### src/rtl/fetch_pc_unit_pkg.sv
// Shared types and widths for the fetch/PC stage, instruction memory and decoder.
package fetch_pc_unit_pkg;

  localparam int PC_W  = 10;
  localparam int OFF_W = 8;

  typedef enum logic [1:0] {
    IDLE   = 2'd0,
    RUN    = 2'd1,
    HALTED = 2'd2
  } fetch_state_t;

endpackage

### src/rtl/fetch_pc_unit_pc_next_adder.sv
// Next-PC adder: PC + 1, or PC + sign-extended offset when i_take is set.
// The sum wraps modulo 2^PC_W. The jump-target logic reuses this block.
module fetch_pc_unit_pc_next_adder #(
  parameter int PC_W  = 10,
  parameter int OFF_W = 8
) (
  input  logic [PC_W-1:0]  i_pc,
  input  logic [OFF_W-1:0] i_offset,
  input  logic             i_take,
  output logic [PC_W-1:0]  o_pc_next
);

  logic [PC_W-1:0] w_offset_ext;
  logic [PC_W-1:0] w_step;

  // Signed cast makes the resize replicate the offset's sign bit.
  assign w_offset_ext = PC_W'($signed(i_offset));
  assign w_step       = i_take ? w_offset_ext : PC_W'(1);
  assign o_pc_next    = i_pc + w_step;

endmodule

### src/rtl/fetch_pc_unit.sv
// Program counter and fetch sequencing with a start/halt/done handshake.
// Optional feature macro: PERF_CNT_EN adds the instr_count and taken_count outputs.
//
//   state  | meaning
//   IDLE   | after reset, waiting for start
//   RUN    | PC holds a live instruction (fetch_valid=1)
//   HALTED | halt retired, done=1, waiting for start
module fetch_pc_unit #(
  parameter int          PC_W     = fetch_pc_unit_pkg::PC_W,
  parameter int unsigned RESET_PC = 0,
  parameter int          OFF_W    = fetch_pc_unit_pkg::OFF_W
) (
  input  logic             CLK,
  input  logic             RST_N,
  input  logic             start,
  input  logic [PC_W-1:0]  start_addr,
  input  logic             stall,
  input  logic             halt,
  input  logic             branch_en,
  input  logic             branchCompPass,
  input  logic [OFF_W-1:0] branch_offset,
  output logic [PC_W-1:0]  PC,
  output logic             fetch_valid,
  output logic             done
`ifdef PERF_CNT_EN
  ,
  output logic [15:0]      instr_count,
  output logic [15:0]      taken_count
`endif
);

  import fetch_pc_unit_pkg::*;

  fetch_state_t    r_state;
  fetch_state_t    w_state_nxt;
  logic [PC_W-1:0] r_pc;
  logic [PC_W-1:0] w_pc_nxt;
  logic [PC_W-1:0] w_adder_pc;
  logic            r_fetch_valid;
  logic            w_fetch_valid_nxt;
  logic            r_done;
  logic            w_done_nxt;
  logic            w_take;
  logic            w_start_acc;
  logic            w_run_adv;

  assign w_take = branch_en & branchCompPass;

  fetch_pc_unit_pc_next_adder #(
    .PC_W  (PC_W),
    .OFF_W (OFF_W)
  ) u_pc_next_adder (
    .i_pc      (r_pc),
    .i_offset  (branch_offset),
    .i_take    (w_take),
    .o_pc_next (w_adder_pc)
  );

  always_comb begin
    w_state_nxt       = r_state;
    w_pc_nxt          = r_pc;
    w_fetch_valid_nxt = r_fetch_valid;
    w_done_nxt        = r_done;
    w_start_acc       = 1'b0;
    w_run_adv         = 1'b0;
    case (r_state)
      IDLE, HALTED: begin
        if (start) begin
          w_state_nxt       = RUN;
          w_pc_nxt          = start_addr;
          w_fetch_valid_nxt = 1'b1;
          w_done_nxt        = 1'b0;
          w_start_acc       = 1'b1;
        end
      end
      RUN: begin
        if (!stall) begin
          w_run_adv = 1'b1;
          // Halt outranks a branch decoded at the same address; PC stays on the halt.
          if (halt) begin
            w_state_nxt       = HALTED;
            w_fetch_valid_nxt = 1'b0;
            w_done_nxt        = 1'b1;
          end else begin
            w_pc_nxt = w_adder_pc;
          end
        end
      end
      default: begin
        w_state_nxt       = IDLE;
        w_fetch_valid_nxt = 1'b0;
        w_done_nxt        = 1'b0;
      end
    endcase
  end

  always_ff @(posedge CLK or negedge RST_N) begin
    if (!RST_N) begin
      r_state       <= IDLE;
      r_pc          <= PC_W'(RESET_PC);
      r_fetch_valid <= 1'b0;
      r_done        <= 1'b0;
    end else begin
      r_state       <= w_state_nxt;
      r_pc          <= w_pc_nxt;
      r_fetch_valid <= w_fetch_valid_nxt;
      r_done        <= w_done_nxt;
    end
  end

  assign PC          = r_pc;
  assign fetch_valid = r_fetch_valid;
  assign done        = r_done;

`ifdef PERF_CNT_EN
  logic [15:0] r_instr_count;
  logic [15:0] r_taken_count;

  always_ff @(posedge CLK or negedge RST_N) begin
    if (!RST_N) begin
      r_instr_count <= '0;
      r_taken_count <= '0;
    end else if (w_start_acc) begin
      r_instr_count <= '0;
      r_taken_count <= '0;
    end else if (w_run_adv) begin
      if (r_instr_count != 16'hFFFF) r_instr_count <= r_instr_count + 16'd1;
      if (!halt && w_take && (r_taken_count != 16'hFFFF))
        r_taken_count <= r_taken_count + 16'd1;
    end
  end

  assign instr_count = r_instr_count;
  assign taken_count = r_taken_count;
`endif

endmodule

### config.mk
export PLATFORM = sky130hd
export DESIGN_NAME = fetch_pc_unit
export DESIGN_NICKNAME = d
export VERILOG_FILES = /design/src/rtl/fetch_pc_unit_pkg.sv /design/src/rtl/fetch_pc_unit_pc_next_adder.sv /design/src/rtl/fetch_pc_unit.sv
export SDC_FILE = /design/constraint.sdc
export NUM_CORES = 1
export LEC_CHECK = 0
export CAP_MARGIN = 20
export CORE_ASPECT_RATIO = 0.6
export CORE_UTILIZATION = 40
export CTS_CLUSTER_SIZE = 20
export DETAILED_ROUTE_END_ITERATION = 10
export PLACE_DENSITY = 0.73
export RECOVER_POWER = 25
export SKIP_LAST_GASP = 1
export SYNTH_ARGS = -nofsm -noshare
export SYNTH_HDL_FRONTEND = slang
export SYNTH_SLANG_ARGS = --single-unit
export TNS_END_PERCENT = 5
### constraint.sdc
create_clock -name CLK -period 3.9 [get_ports CLK]
set_input_delay 1.17 -clock CLK [delete_from_list [all_inputs] [get_ports CLK]]
set_output_delay 1.17 -clock CLK [all_outputs]
set_load 0.05 [all_outputs]
Yosys cells after proc, flatten, opt, wreduce, memory -nomap -nowiden
Index checks and enable logic that the tools add are counted.

cells by class
  equality and inequality tests = 6
  add/sub/neg operators = 1
  muxes and demuxes = 17
  reduce and logical (&&, ||, !) cells = 5
  bitwise gates (word level) = 1

operator list
  operator                                        number
  2-to-1 mux 10 bit                               4
  one-hot mux 10 bit (2 select lines)             1
  adder 10 bit                                    1
  inequality test 2 bit (second input constant)   4
  2-to-1 mux 1 bit                                6
  2-to-1 mux 2 bit                                3
  one-hot mux 1 bit (2 select lines)              2
  one-hot mux 2 bit (2 select lines)              1
  AND reduction 4 bit                             1
  AND reduction 3 bit                             1
  == test 2 x 1 -> 1 bit (second input constant)  1
  == test 2 bit (second input constant)           1
  zero test 2 bit                                 1
  nonzero test 2 bit                              1
  OR reduction 2 bit                              1
  AND 1 bit                                       1

storage, ports and cells
  bits in registers = 14
  output and inout bits = 12
  bits of input ports = 25
  logic and storage cells = 34

Longest topological paths before layout
  depth after elaboration = 6
  depth in mapped cells = 9
  depth with buffers taken out = 9

Modules after synthesis
A second synthesis with hierarchy kept.

unflattened totals
  cells, all modules = 110
  area, all modules = 1,202.4 sq um

by module, submodules not included
  module                       times used  area each (sq um)  cells an instance  sequential area each (sq um)
  fetch_pc_unit                1           769.5              51                 350.3
  fetch_pc_unit_pc_next_adder  1           432.9              59                 0.0

Worst setup path before layout
No wires, ideal clock.

  path type = input to register
  start point = input branch_offset[0]
  end point = register r_pc[8], in the netlist PC[8]
  slack = 1.050 ns
  library setup time = 0.135 ns
  stages on the path = 9
  required time = 3.765 ns
  path buffers = 0
  data arrival time = 2.715 ns
  cells stage by stage = nand3b_1 -> ha_1 -> fa_1 -> a21o_1 -> a21oi_1 -> o21ba_2 -> o21ai_0 -> xnor2_1 -> a21oi_1

between the ends
  word-level cells in the longest chain between the ends = 5

ends and longest elaborated chain
  element                              RTL line                           text
  from (decl)                          fetch_pc_unit.sv:21                input logic [OFF_W-1:0] branch_offset,
  2-to-1 mux 10 bit                    fetch_pc_unit_pc_next_adder.sv:18  assign w_step = i_take ? w_offset_ext : PC_W'(1);
  adder 10 bit                         fetch_pc_unit_pc_next_adder.sv:19  assign o_pc_next = i_pc + w_step;
  2-to-1 mux 10 bit                    fetch_pc_unit.sv:80                if (halt) begin
  2-to-1 mux 10 bit                    fetch_pc_unit.sv:77                if (!stall) begin
  one-hot mux 10 bit (2 select lines)  fetch_pc_unit.sv:66                case (r_state)
  to (signal assigned)                 fetch_pc_unit.sv:100               r_pc <= PC_W'(RESET_PC);
  to (signal assigned)                 fetch_pc_unit.sv:105               r_pc <= w_pc_nxt;
  to (decl)                            fetch_pc_unit.sv:36                logic [PC_W-1:0] r_pc;

Every way passes these cells. The select of a mux whose other input is x is not followed.
A chain may end at the register's enable or synchronous reset.

Worst setup path in the final report
  start point = input branch_en
  end point = register r_pc[8], in the netlist PC[8]

between the ends
  word-level cells in the longest chain between the ends = 6

ends and longest elaborated chain
  element                              RTL line                           text
  from (decl)                          fetch_pc_unit.sv:19                input logic branch_en,
  AND 1 bit                            fetch_pc_unit.sv:47                assign w_take = branch_en & branchCompPass;
  2-to-1 mux 10 bit                    fetch_pc_unit_pc_next_adder.sv:18
  adder 10 bit                         fetch_pc_unit_pc_next_adder.sv:19
  2-to-1 mux 10 bit                    fetch_pc_unit.sv:80
  2-to-1 mux 10 bit                    fetch_pc_unit.sv:77
  one-hot mux 10 bit (2 select lines)  fetch_pc_unit.sv:66

Every way passes these cells. The select of a mux whose other input is x is not followed.

==> qor.txt <==
Layout Nets - 190
Syn-to-layout area delta - 41.3%
Clock-pin transition on the worst setup and hold timing paths - 0.06 ns
Total grt overflow - 0
Register area - 325 um2
Netlist cell types - 34
Inserted Diodes - 0
CTS tree - yes
Cell taking the most area after synthesis - dfrtp_1
FILL cells - 189
Total number of vias - 1024
Post-synth ARST share - 100%
Placement row count - 13
Antenna violations before repair - 0
Final hold vios - 0
Post-synth top area share - 31.1%
FF+latch count, synth - 13
WP data arrival - 3.51 ns
Outcome - complete, no violations
Largest net degree at the start of global routing - 20
Static leakage - 0.677 nW
Most common cell after layout, fill and taps aside - clkdlybuf4s50_1
Syn_area_per_cell - 8.95 um2
Critical path fanouts, max - 8
Post-CTS setup buffers - 0
Number of gates resized after cts - 0
Fin. max-slew vios - 0
Initial Util - 45.3%
Fin Clk Skew - 0.00287 ns
CP Capture Type - flip-flop
Root Driver - clkbuf_8
Die W - 68.1 um
Vias in the first global route - 1003
Final Setup Violations - 0
Die area - 2830 um2
Overall Global Routing Usage - 21.9%
DR pass1 iterations - 4
Routed wire length - 2.76 mm
Max Freq - 295 MHz
Commonest cells after routing, fill and taps aside - 34 x clkdlybuf4s50_1, 13 x dfrtp_1, 12 x nand2_1
DRT antenna net count - 0
Hpwl dp - 2.14 mm
Max-Cap Viols - 0
Port bufs - 36
DRT iter0 DRCs - 53
DRC violation count after routing - 0
Tightest Pin Transition - 0.821 ns
Ports - 37
CTS sink cnt - 13
Routed WL per cell - 15.0 um
Pwr/cell area - 740 nW/um2
H-tree levels - 1
WP data required - 4.02 ns
Layout cell share with drive strength beyond 1 - 7.79%
Core region area - 2310 um2
Period minus WS final - 3.39 ns
Mapped cell area - 1050 um2
Cells after Synth - 117
Via/cell ratio - 5.57
First-pass GRT wire length - 4.54 mm
Post-route core utilization - 64.1%
Slew HR - 45.3%
Setup crit start kind - input port
Post-synth EDFFs - 0
Latest clock arrival within the worst-skew pair - 0.25 ns
Main synth FF type - dfrtp_1
CTS Buffer Depth - 2
Max VDD drop - 0.000448 V
Part of the cycle the worst path needs - 87.0%
Multi-input gate area - 688 um2
Die Height - 41.6 um
Cts hold-fix bufs - 0
YS warnings - 0
Syn nets - 152
Setup Crit Path Kind - in2reg
Sequential share of the synthesized area - 31.1%
Worst hold-check path type - reg2reg
TritonCTS Buffers - 3
Gp weighted congestion - 0.802
RSZ-0062 raised after global routing - no
Top post-synthesis cells by area - dfrtp_1 31%, ha_1 11%, a21oi_1 4.8%
Setup tns final - 0 ns
## worst paths after layout
path                            start           to  slack (ns)  cells after the start
setup / recovery            branch_en        PC[8]        0.51                     10
hold / removal             r_state[0]  fetch_valid        0.48                      1
setup reg to reg                 done        PC[3]        1.68                      4
hold reg to reg            r_state[0]  fetch_valid        0.48                      1
max in group asynchronous       RST_N        PC[8]        2.11                      1
min in group asynchronous       RST_N        PC[1]        1.38                      1
## metal layers
layer	vias to the layer above	wire length [um]	global-route usage, %
met2	40	1190	34.9
met5	-	0	0
li1	506	-	-
met3	6	172	6.87
met1	472	1350	28.7
met4	0	45	5.00
## registers in the layout, indices dropped and copies added (netlist names)
name         count
done             1
fetch_valid      1
r_state          1
PC              10
## critical path, stage by stage
cell and delay [ns]:
clkdlybuf4s50_1 0.59, nand3b_1 0.12, ha_1 0.23, fa_1 0.41, a21o_1 0.19, a21oi_1 0.24, o21ba_2 0.18, o21ai_0 0.09
xnor2_1 0.20, a21oi_1 0.09
## cell families (layout without fill, tap and decap cells)
| family | count (synthesis) | after routing | share of synthesized area [%] |
|---|---|---|---|
| AOI/OAI and AO/OA | 35 | 35 | 24.4 |
| xor gates and xnor gates | 6 | 6 | 5.02 |
| adders and majority gates | 10 | 10 | 12.7 |
| buffers and inverters | 9 | 46 | 3.23 |
| DFF | 13 | 13 | 31.1 |
| muxes | 5 | 5 | 4.90 |
| and+or+nand+nor | 39 | 39 | 18.8 |
## cell usage after synthesis, types with 2 or more instances
library cell	instances
nor2_1	7
o21ai_0	8
nand3_1	3
inv_1	6
ha_1	9
dfrtp_1	13
nand3b_1	2
a21oi_1	10
a21oi_2	2
nand2_1	12
a21o_1	4
xnor2_1	5
and3_1	8
mux2i_1	4
clkbuf_1	2
nor3_1	2
a32oi_1	3
## through the flow
stage               setup WS, ns  hold slack (ns)  total power, mW  instances  instance area [um2]
floorplan                   1.05            0.440            0.750        117                 1050
global placement           0.306            0.477            0.957        180                 1430
detailed placement         0.269            0.474            0.968        180                 1430
CTS                        0.524            0.483             1.10        184                 1480
global route               0.369            0.512             1.17        184                 1480
finish                     0.506            0.480             1.10        184                 1480
## where the power goes
| part | internal [mW] | switching [mW] | total, mW |
|---|---|---|---|
| logic | 0.268 | 0.443 | 0.711 |
| clock network | 0.0707 | 0.0555 | 0.126 |
| registers | 0.197 | 0.0616 | 0.259 |
## area by class of cell
| type | instances | area share [%] |
|---|---|---|
| flip-flops and latches | 13 | 22.0 |
| clock inverters | 1 | 0.338 |
| clock buffers | 3 | 2.79 |
| well taps | 30 | 2.54 |
| multi-input cells | 95 | 46.5 |
| inverters | 6 | 1.52 |
| repair buffers | 36 | 24.3 |
Power figures use the tool's default switching activity.
